===== src/rtl/fp_mul_arbiter.sv =====
// fp_mul_arbiter: round-robin arbiter sharing one fp32 multiplier between
// NUM_REQ requesters. A tag FIFO records the requester index of each issued
// op so that in-order results can be routed back to their owners.
// Optional build macro: FP_MUL_ARB_STATS_EN adds issue_cnt / stall_cnt outputs.
module fp_mul_arbiter #(
    parameter int NUM_REQ   = 4,
    parameter int TAG_DEPTH = 8
) (
    input  logic                   clk,
    input  logic                   rstn,
    input  logic                   arb_en,
    input  logic [NUM_REQ-1:0]     req_valid,
    output logic [NUM_REQ-1:0]     req_ready,
    input  logic [32*NUM_REQ-1:0]  req_a,
    input  logic [32*NUM_REQ-1:0]  req_b,
    output logic                   mul_values_rdy,
    output logic [31:0]            mul_fp_value_1,
    output logic [31:0]            mul_fp_value_2,
    input  logic                   mul_result_rdy,
    input  logic [31:0]            mul_result,
    output logic [NUM_REQ-1:0]     rsp_valid,
    output logic [31:0]            rsp_data,
    output logic                   idle,
    output logic                   tag_err
`ifdef FP_MUL_ARB_STATS_EN
    ,
    output logic [31:0]            issue_cnt,
    output logic [31:0]            stall_cnt
`endif
);

    localparam int TAG_W = (NUM_REQ > 1) ? $clog2(NUM_REQ) : 1;
    localparam int PTR_W = (TAG_DEPTH > 1) ? $clog2(TAG_DEPTH) : 1;
    localparam int CNT_W = $clog2(TAG_DEPTH + 1);

    localparam logic [CNT_W-1:0] DEPTH_C  = CNT_W'(TAG_DEPTH);
    localparam logic [PTR_W-1:0] PTR_LAST = PTR_W'(TAG_DEPTH - 1);
    localparam logic [TAG_W-1:0] IDX_LAST = TAG_W'(NUM_REQ - 1);

    typedef enum logic [1:0] {
        ST_IDLE  = 2'd0,
        ST_RUN   = 2'd1,
        ST_DRAIN = 2'd2
    } state_t;

    state_t             state_q, state_d;
    logic [TAG_W-1:0]   rr_ptr_q, rr_ptr_d;
    logic [CNT_W-1:0]   count_q, count_d;
    logic [PTR_W-1:0]   wr_ptr_q, wr_ptr_d;
    logic [PTR_W-1:0]   rd_ptr_q, rd_ptr_d;
    logic               mul_values_rdy_q, mul_values_rdy_d;
    logic [31:0]        mul_fp_value_1_q, mul_fp_value_1_d;
    logic [31:0]        mul_fp_value_2_q, mul_fp_value_2_d;
    logic [NUM_REQ-1:0] rsp_valid_q, rsp_valid_d;
    logic [31:0]        rsp_data_q, rsp_data_d;
    logic               tag_err_q, tag_err_d;

    logic [TAG_W-1:0]   tag_mem_q [TAG_DEPTH];

    logic [31:0]        a_arr [NUM_REQ];
    logic [31:0]        b_arr [NUM_REQ];
    logic [NUM_REQ-1:0] grant;
    logic [TAG_W-1:0]   gnt_idx;
    logic               can_issue;
    logic               push;
    logic               pop;

    // Unpack the flat operand buses into one word per requester.
    generate
        for (genvar gi = 0; gi < NUM_REQ; gi++) begin : g_unpack
            assign a_arr[gi] = req_a[32*gi +: 32];
            assign b_arr[gi] = req_b[32*gi +: 32];
        end
    endgenerate

    // Round-robin pick: scan from rr_ptr_q upward, first valid requester wins.
    always_comb begin
        int               idx;
        logic [TAG_W-1:0] idx_t;
        logic             found;
        grant   = '0;
        gnt_idx = '0;
        found   = 1'b0;
        idx     = 0;
        idx_t   = '0;
        for (int k = 0; k < NUM_REQ; k++) begin
            idx = int'(rr_ptr_q) + k;
            if (idx >= NUM_REQ) begin
                idx = idx - NUM_REQ;
            end
            idx_t = TAG_W'(idx);
            if (!found && req_valid[idx_t]) begin
                grant[idx_t] = 1'b1;
                gnt_idx      = idx_t;
                found        = 1'b1;
            end
        end
    end

    // Grants only in RUN with FIFO room; a same-cycle pop does not free a slot.
    assign can_issue = (state_q == ST_RUN) && (count_q < DEPTH_C);
    assign req_ready = can_issue ? grant : '0;
    assign push      = |req_ready;
    assign pop       = mul_result_rdy && (count_q != '0);

    // Next-state, FIFO bookkeeping, issue and response staging.
    always_comb begin
        state_d          = state_q;
        rr_ptr_d         = rr_ptr_q;
        count_d          = count_q;
        wr_ptr_d         = wr_ptr_q;
        rd_ptr_d         = rd_ptr_q;
        mul_values_rdy_d = 1'b0;
        mul_fp_value_1_d = mul_fp_value_1_q;
        mul_fp_value_2_d = mul_fp_value_2_q;
        rsp_valid_d      = '0;
        rsp_data_d       = rsp_data_q;
        tag_err_d        = tag_err_q;

        case (state_q)
            ST_IDLE:  if (arb_en) state_d = ST_RUN;
            ST_RUN:   if (!arb_en) state_d = ST_DRAIN;
            ST_DRAIN: begin
                if (arb_en) begin
                    state_d = ST_RUN;
                end else if (count_q == '0) begin
                    state_d = ST_IDLE;
                end
            end
            default:  state_d = ST_IDLE;
        endcase

        if (push) begin
            mul_values_rdy_d = 1'b1;
            mul_fp_value_1_d = a_arr[gnt_idx];
            mul_fp_value_2_d = b_arr[gnt_idx];
            rr_ptr_d         = (gnt_idx == IDX_LAST) ? '0 : gnt_idx + 1'b1;
            wr_ptr_d         = (wr_ptr_q == PTR_LAST) ? '0 : wr_ptr_q + 1'b1;
        end

        if (pop) begin
            rsp_valid_d[tag_mem_q[rd_ptr_q]] = 1'b1;
            rsp_data_d = mul_result;
            rd_ptr_d   = (rd_ptr_q == PTR_LAST) ? '0 : rd_ptr_q + 1'b1;
        end else if (mul_result_rdy) begin
            // Result with nothing outstanding: flag it and drop it.
            tag_err_d = 1'b1;
        end

        case ({push, pop})
            2'b10:   count_d = count_q + 1'b1;
            2'b01:   count_d = count_q - 1'b1;
            default: count_d = count_q;
        endcase
    end

    // Control and datapath registers.
    always_ff @(posedge clk) begin
        if (!rstn) begin
            state_q          <= ST_IDLE;
            rr_ptr_q         <= '0;
            count_q          <= '0;
            wr_ptr_q         <= '0;
            rd_ptr_q         <= '0;
            mul_values_rdy_q <= 1'b0;
            mul_fp_value_1_q <= '0;
            mul_fp_value_2_q <= '0;
            rsp_valid_q      <= '0;
            rsp_data_q       <= '0;
            tag_err_q        <= 1'b0;
        end else begin
            state_q          <= state_d;
            rr_ptr_q         <= rr_ptr_d;
            count_q          <= count_d;
            wr_ptr_q         <= wr_ptr_d;
            rd_ptr_q         <= rd_ptr_d;
            mul_values_rdy_q <= mul_values_rdy_d;
            mul_fp_value_1_q <= mul_fp_value_1_d;
            mul_fp_value_2_q <= mul_fp_value_2_d;
            rsp_valid_q      <= rsp_valid_d;
            rsp_data_q       <= rsp_data_d;
            tag_err_q        <= tag_err_d;
        end
    end

    // Tag storage; contents need no reset because the pointers gate access.
    always_ff @(posedge clk) begin
        if (push) begin
            tag_mem_q[wr_ptr_q] <= gnt_idx;
        end
    end

    assign mul_values_rdy = mul_values_rdy_q;
    assign mul_fp_value_1 = mul_fp_value_1_q;
    assign mul_fp_value_2 = mul_fp_value_2_q;
    assign rsp_valid      = rsp_valid_q;
    assign rsp_data       = rsp_data_q;
    assign tag_err        = tag_err_q;
    assign idle           = (state_q == ST_IDLE) && (count_q == '0);

`ifdef FP_MUL_ARB_STATS_EN
    logic [31:0] issue_cnt_q, issue_cnt_d;
    logic [31:0] stall_cnt_q, stall_cnt_d;

    // Wrapping event counters: transfers, and cycles with demand but no transfer.
    always_comb begin
        issue_cnt_d = issue_cnt_q;
        stall_cnt_d = stall_cnt_q;
        if (push) begin
            issue_cnt_d = issue_cnt_q + 32'd1;
        end else if (|req_valid) begin
            stall_cnt_d = stall_cnt_q + 32'd1;
        end
    end

    // Counter registers.
    always_ff @(posedge clk) begin
        if (!rstn) begin
            issue_cnt_q <= '0;
            stall_cnt_q <= '0;
        end else begin
            issue_cnt_q <= issue_cnt_d;
            stall_cnt_q <= stall_cnt_d;
        end
    end

    assign issue_cnt = issue_cnt_q;
    assign stall_cnt = stall_cnt_q;
`endif

endmodule


===== config.mk =====
export PLATFORM = sky130hd
export DESIGN_NAME = fp_mul_arbiter
export DESIGN_NICKNAME = d
export VERILOG_FILES = /design/src/rtl/fp_mul_arbiter.sv
export SDC_FILE = /design/constraint.sdc
export NUM_CORES = 1
export LEC_CHECK = 0
export CORE_MARGIN = 3
export CORE_UTILIZATION = 29
export CTS_BUF_LIST = sky130_fd_sc_hd__clkbuf_4
export CTS_CLUSTER_SIZE = 8
export DETAILED_ROUTE_END_ITERATION = 10
export GPL_TIMING_DRIVEN = 0
export SLEW_MARGIN = 0
export SYNTH_ARGS = -nofsm -noshare
export SYNTH_HDL_FRONTEND = slang
export SYNTH_SLANG_ARGS = --single-unit

===== constraint.sdc =====
create_clock -name clk -period 5.1 [get_ports clk]
set_input_delay 1.02 -clock clk [delete_from_list [all_inputs] [get_ports clk]]
set_output_delay 1.02 -clock clk [all_outputs]
set_load 0.005 [all_outputs]

Word-level counts from Yosys, hierarchy flattened

Memory sizes are Yosys's and may differ from the RTL's. A register that Yosys moved wholly into a read port is not among the register bits.
Index checks and enable logic that the tools add are counted.

$add $sub $neg: 12
Magnitude comparators: 16
Equal/unequal tests: 10
Multiplexer cells: 53
Bitwise logic cells: 5
Reductions and logical operators: 22

Operators by type and width:

| operator              | count |
|---|---|
| $bmux W32 S2          | 2 |
| $mux W32              | 4 |
| $mux W2               | 13 |
| $mux W4               | 5 |
| $lt A2 B3 Y1 const B  | 5 |
| $mux W1               | 14 |
| $ge A3 B3 Y1 const B  | 4 |
| $mux W3               | 4 |
| $or A4 B4 Y4          | 3 |
| $logic_and A1 B1 Y1   | 11 |
| $demux W1 S2          | 5 |
| $ge A2 B1 Y1 const B  | 5 |
| $bmux W1 S2           | 4 |
| $pmux W4 S2           | 1 |
| $sub A2 B1 Y2 const B | 4 |
| $add A2 B2 Y3 const B | 2 |
| $add A3 B1 Y3 const B | 2 |
| $eq A2 B2 Y1 const B  | 3 |
| $eq A3 B3 Y1 const B  | 2 |
| $pmux W2 S3           | 1 |
| $add A4 B1 Y4 const B | 1 |
| $eq A2 B1 Y1 const B  | 2 |
| $logic_not A4 Y1      | 1 |
| $lt A4 B4 Y1 const B  | 1 |
| other kinds (15)      | 19 |

Register bits: 116
Bits in writable memories: 16
Input bits: 296
Word-level logic and storage cells: 130
Memories: 1

Memory list:

| name      | depth | width | rd ports | clocked after memory_dff | wr ports | line | RTL |
|---|---|---|---|---|---|---|---|
| tag_mem_q | 8     | 2     | 1        | 1                        | 1        | 58   | `logic [TAG_W-1:0] tag_mem_q [TAG_DEPTH];` |

Depth between registers and ports, before layout

Gate-level depths: netlist of run 1.

Word-level depth: 18
Depth in mapped cells: 19
Depth with buffers taken out: 15

Worst setup path before layout of run 1

Ideal clock, no wire load.

Kind: flip-flop to flip-flop
From: reg (tool-made name)
To: reg count_q[3]
Library setup time: 76 ps
Arrival time: 3883 ps
Required time: 5024 ps
Slack: 1142 ps
Stages on the path, launching flop included: 20
Clock period less this slack: 3958 ps
Cells stage by stage: dfxtp_1 buf_2 buf_2 inv_2 ha_1 clkbuf_1 nor3_1 a22oi_1 o21ai_1 o41ai_1 a21oi_2 buf_6 inv_2 ha_1 ha_1 a21o_1 a21oi_1 xnor2_1 or3_1 a21boi_0

RTL lines:

| item                   | line | RTL |
|---|---|---|
| end signal: assignment | 174  | `count_q <= count_d;` |
| end: declaration       | 48   | `logic [CNT_W-1:0] count_q, count_d;` |

==> qor.yml, run 1 <==
status: "finished clean"
coreArea_um2: 24600
min_period_ns: 4.65
die_w_um: 165
tns_ns: 0
totalWireLength_um: 26300
clk_transition_reported_paths_ns: 0.15
whs_endpoint: "rsp_data[13]"
first_iter_violations: 199
clockBufferDepth: 2
yosysTopAreaCell: "dfxtp_1"
max_slew_margin: 0.367
period_share: 0.911
syn2layout_area_growth_pct: 63.9
num_vias: 6514
finClkSkew_ns: 0.0396
hold_start: "rsp_data[13]"
final_util: 0.490
synthArstFlopShare: 0
worst_slew_pin_slew_ns: 0.949
crit_family: "buffers and inverters"
std_cell_rows: 57
reg2reg_to: "count_q[3]"
p_sw_mw: 1.39
setup_violations: 0
hold_buffers: 0
num_io_pins: 403
crit_top_cell: "buf_2"
port_buffers: 401
ir_worst_vdd_uv: 145
combPwrFrac: 0.487
syn_area_per_cell_um2: 11.5
worstPathArrival_ns: 3.63
syn-num-nets: 950
synthTopCellsByCount: "dfxtp_1, nand2_1, mux2i_1, mux4_2, nor2b_1"
worst-setup-path-type: "flop to output pin"
slew_violations: 0
seqPwrFrac: 0.335
crit_path_end_kind: "output pin"
crit_fanout: 10
cp_cell_sequence: "buf_2 > buf_2 > inv_2 > ha_1 > mux4_2 > nand3b_1 > a2bb2oi_1 > a21oi_1 > nor2_1 > clkdlybuf4s50_1"
firstDrtPassIters: 4
synth_top_area_share: 0.324
crit_buf_inv: 4
synth.most_common_cell: "dfxtp_1"
met2_usage: 0.338
max_stage_delay_ns: 0.53
start_util: 0.299
grt_use_met1: 0.209
cp_slowest_cell: "clkdlybuf4s50_1"
grt_util_all_layers: 0.184
grt_remaining_overflow: 0
max_freq_mhz: 215
numCtsBuffers: 17
final_nets: 1370
clockRootBuffer: "clkbuf_4"
synth_area_leaders: "dfxtp_1, mux4_2, mux2i_1"
p_per_area_nw_per_um2: 339
start_kind: "flop"
grt_pass1_wl_um: 37900
die_area_um2: 27300
holdPathStages: 2
insertion_delay_ns: 0.54
met3_usage: 0.0604
grt_antenna_before_repair: 2
grt_pass1_vias: 6690
hold_path.class: "flop to flop"
htreeDepth: 4
antenna_left: 0
via_per_inst: 4.66
synth_ff_type: "dfxtp_1"
reg2reg_depth: 19
top_usage_layer: "met2"
swShare: 0.341
grt_setup_unrepaired: "no"
drc_errors: 0
power_leakage_nw: 4.20
hpwl_um: 21600
tritoncts: "done"
critical_path_required_ns: 4.08
seq_area_frac_synth: 0.389
r2r_setup_slack_ns: 0.49
grt_max_degree: 18
synth_edf_count: 16
finalHoldViolCount: 0
cts_sinks: 135
drv_cap: 0
synth_seq_cells: 135
clockPowerShare: 0.178
syn_area_um2: 7360
drive_above_1_share: 0.126
yosysUniqueCellTypes: 51
syn_inst: 639
yosys_warnings: 0
wl_per_cell_um: 18.9
gp_congestion: 0.860
internal_power_mw: 2.70
dieHeight_um: 165
metal layers:
layer | part of all wire | up-vias
met4 | 0.0094 | 0
met1 | 0.39 | 3042
met2 | 0.52 | 263
met5 | 0 | -
li1 | - | 3188
met3 | 0.087 | 21
cell usage in the layout (no fill, tap or decap), types with 3 or more instances in the layout:
master	Yosys	routed
a21boi_0	35	35
a21oi_1	16	16
a2bb2oi_1	4	4
and2_1	4	4
buf_2	8	8
buf_4	3	3
buf_6	11	11
clkbuf_1	28	28
clkbuf_4	0	18
clkdlybuf4s50_1	0	401
dfxtp_1	119	119
edfxtp_1	16	16
ha_1	14	14
inv_1	7	7
inv_2	3	3
inv_6	0	5
mux2i_1	71	71
mux4_2	71	71
nand2_1	77	77
nand3_1	5	5
nand3b_1	6	6
nor2_1	14	14
nor2b_1	67	67
nor3_1	9	9
nor3b_1	5	5
o21ai_0	7	7
o21ai_1	5	4
xnor2_1	3	3
area by class of cell:
cell class | count | area (um^2)
fill | 2335 | 12500
antenna | 1 | 2.50
clock buffer | 18 | 135
inverter | 10 | 37.5
clock inverter | 14 | 144
sequential | 135 | 2860
buffer | 51 | 295
multi-input combinational | 443 | 4170
timing repair buffer | 401 | 4010
tap | 324 | 405
flip-flops by register name, summed over array words and instances, names as in the netlist, named ones only:
name	count
state_q	2
wr_ptr_q	3
rsp_data	32
count_q	4
tag_mem_q	16
rr_ptr_q	1
tag_err	1
mul_fp_value_1	32
rsp_valid	4
rd_ptr_q	3
mul_fp_value_2	32
mul_values_rdy	1
power groups by stage:
stage / combinational, mW / sequential (mW) / clock, mW
after global routing: 2.18 / 1.40 / 0.799
after CTS: 2.04 / 1.37 / 0.764
final: 1.99 / 1.37 / 0.726
after floorplan: 1.15 / 1.39 / 0
after global placement: 2.03 / 1.39 / 0
after detailed placement: 2.03 / 1.39 / 0
worst max path at each step:
stage	start	end	slack, ns	cells after the start
finish	flop	req_ready[1]	0.45	10
floorplan	flop	count_q[3]	1.14	19
global route	flop	count_q[3]	0.12	19
CTS	flop	req_ready[1]	0.30	11
detailed placement	req_valid[0]	count_q[3]	0.26	16
global placement	req_valid[2]	count_q[3]	0.28	16
logic make-up after synthesis:
logic type / Yosys count / synth area share
xor+xnor: 4 / 0.00476
compound gates: 79 / 0.0756
buf+inv: 61 / 0.0452
mux: 144 / 0.317
simple gates: 201 / 0.142
fa+ha+maj: 15 / 0.0265
flops: 135 / 0.389
tightest hold or removal path: cells and delay by family (launching register included):
kind / cells / cell delay (ns)
flip-flops: 1 / 0.33
AO/OA/AOI/OAI: 1 / 0.06
AND/OR/NAND/NOR: 1 / 0.04
through the flow:
step	setup slack, ns	instance area, um^2	hold slack, ns	instances	power [mW]
2_1_floorplan	1.14	7360	0.455	639	2.55
3_5_place_dp	0.257	11800	0.459	1364	3.43
6_report	0.454	12100	0.471	1397	4.09
5_1_grt	0.120	12100	0.494	1397	4.37
3_3_place_gp	0.278	11800	0.451	1364	3.42
4_1_cts	0.296	12100	0.477	1396	4.18
what timing repair did:
action,4_1_cts,5_1_grt
buffers inserted,0,0
endpoints found under the setup margin,0,1
resized for setup,0,1
Power figures use the tool's default switching activity.
==> inputs of run 2 (changes only) <==
--- a/config.mk
+++ b/config.mk
@@ -6,12 +6,13 @@
 export NUM_CORES = 1
 export LEC_CHECK = 0
 export CORE_MARGIN = 3
-export CORE_UTILIZATION = 29
+export CORE_UTILIZATION = 30
 export CTS_BUF_LIST = sky130_fd_sc_hd__clkbuf_4
-export CTS_CLUSTER_SIZE = 8
+export CTS_CLUSTER_SIZE = 20
 export DETAILED_ROUTE_END_ITERATION = 10
 export GPL_TIMING_DRIVEN = 0
 export SLEW_MARGIN = 0
 export SYNTH_ARGS = -nofsm -noshare
 export SYNTH_HDL_FRONTEND = slang
 export SYNTH_SLANG_ARGS = --single-unit
+export TNS_END_PERCENT = 30
==> qor.yml, run 2 (synthesis gave the netlist of run 1 again) <==
worstPathArrival_ns: 5.10
crit_fanout: 10
tns_ns: 0
critical_path_required_ns: 5.55
placed_area_um2: 11800
drc_errors: 0
clockPowerShare: 0.188
hold_ws_ns: 0.471
grt_pass1_vias: 6886
clockBufferDepth: 2
reg2reg_depth: 18
crit_path_end_kind: "flop"
n_fill_cell: 2256
dieHeight_um: 163
met3_usage: 0.0671
numCtsBuffers: 17
status: "finished clean"
grt_setup_unrepaired: "no"
wl_per_cell_um: 19.5
clk_transition_reported_paths_ns: 0.14
finalHoldViolCount: 0
first_iter_violations: 281
p_per_area_nw_per_um2: 344
worst_slew_pin_slew_ns: 0.907
grt_util_all_layers: 0.199
port_buffers: 401
die_w_um: 163
totalWireLength_um: 27100
holdPathStages: 2
final_common_cell: "clkdlybuf4s50_1"
htreeDepth: 4
combPwrFrac: 0.481
num_io_pins: 403
internal_power_mw: 2.75
tritoncts: "done"
grt_remaining_overflow: 0
std_cell_rows: 56
layout_common_cells: "clkdlybuf4s50_1, dfxtp_1, nand2_1"
worst-setup-path-type: "flop to flop"
final_cell_area_um2: 12100
start_util: 0.309
p_sw_mw: 1.41
setup_violations: 0
hold_buffers: 0
setup_ws_ns: 0.448
via_per_inst: 4.73
slew_violations: 0
finClkSkew_ns: 0.0249
drv_cap: 0
coreArea_um2: 23800
drive_above_1_share: 0.130
clockRootBuffer: "clkbuf_4"
grt_max_degree: 18
num_vias: 6589
hold_path.class: "flop to flop"
antenna_left: 0
place_ws_ns: 0.180
r2r_setup_slack_ns: 0.45
die_area_um2: 26500
top_usage_layer: "met2"
grt_antenna_before_repair: 1
min_period_ns: 4.65
syn2layout_area_growth_pct: 64.3
gp_congestion: 0.815
hpwl_um: 22000
insertion_delay_ns: 0.53
met2_usage: 0.353
period_share: 0.912
start_kind: "flop"
firstDrtPassIters: 4
max_freq_mhz: 215
seqPwrFrac: 0.331
grt_use_met1: 0.232
grt_pass1_wl_um: 39900
ir_worst_vdd_uv: 149
final_util: 0.508
max_slew_margin: 0.396
cts_sinks: 135
swShare: 0.339
power_leakage_nw: 4.23
final_nets: 1370
[run 2: cell count changes in the layout (fill, tap and decap cells not counted)]
cell	before	now
clkinv_4	1	4
clkinv_1	2	0
inv_4	1	2
inv_8	0	1
nor3_2	0	1
clkbuf_1	28	27
inv_6	5	1
bufinv_16	2	3
clkinvlp_4	1	0
clkbuf_2	0	1
clkinv_2	2	3
nor3_1	9	8
[run 2: through the flow]
| stage | power (mW) | cells |
|---|---|---|
| 2_1_floorplan | 2.55 | 639 |
| 3_3_place_gp | 3.42 | 1359 |
| 3_5_place_dp | 3.43 | 1359 |
| 4_1_cts | 4.23 | 1391 |
| 5_1_grt | 4.45 | 1392 |
| 6_report | 4.16 | 1392 |
[run 2: path summary, 6_finish.rpt]
kind                     start      endpoint
setup reg to reg          flop    count_q[3]
setup / recovery          flop    count_q[3]
hold / removal    rsp_data[18]  rsp_data[18]
hold reg to reg   rsp_data[18]  rsp_data[18]
[run 2: final cells by class]
| cell class | count | area (um^2) | share of cell area |
|---|---|---|---|
| plain buffers | 51 | 297 | 0.0245 |
| clock buffers | 18 | 135 | 0.0112 |
| well taps | 319 | 399 | 0.0330 |
| multi-input cells | 443 | 4170 | 0.345 |
| clock inverters | 14 | 173 | 0.0143 |
| diodes | 1 | 2.50 | 0.000207 |
| flip-flops and latches | 135 | 2860 | 0.237 |
| repair buffers | 401 | 4010 | 0.332 |
| inverters | 10 | 37.5 | 0.00310 |
[run 2: critical path, cell delays in order, from the launching register on]
cell       delay, ns
dfxtp_1         0.46
buf_2           0.25
buf_2           0.26
inv_2           0.11
ha_1            0.39
mux4_2          0.44
nand3b_1        0.21
a2bb2oi_1       0.27
nor4_2          0.10
a21oi_2         0.31
buf_6           0.24
inv_2           0.09
ha_1            0.25
ha_1            0.29
a21o_1          0.18
a21oi_1         0.18
xnor2_1         0.09
or3_1           0.30
a21boi_0        0.15
[run 2: power by group through the flow]
stage	sequential (mW)	clock, mW	combinational, mW
global route	1.40	0.863	2.19
detailed placement	1.40	0	2.03
finish	1.38	0.782	2.00
global placement	1.39	0	2.03
floorplan	1.39	0	1.15
CTS	1.38	0.819	2.04
[run 2: repair_timing]
item	CTS	global route
setup endpoints to repair	0	2
buffers inserted	0	0
gates resized for setup	0	4
[run 2: layer usage]
layer | up-vias | routed length [um]
li1 | 3185 | -
met1 | 3099 | 10700
met2 | 281 | 13600
met3 | 24 | 2400
met4 | 0 | 431
met5 | - | 0
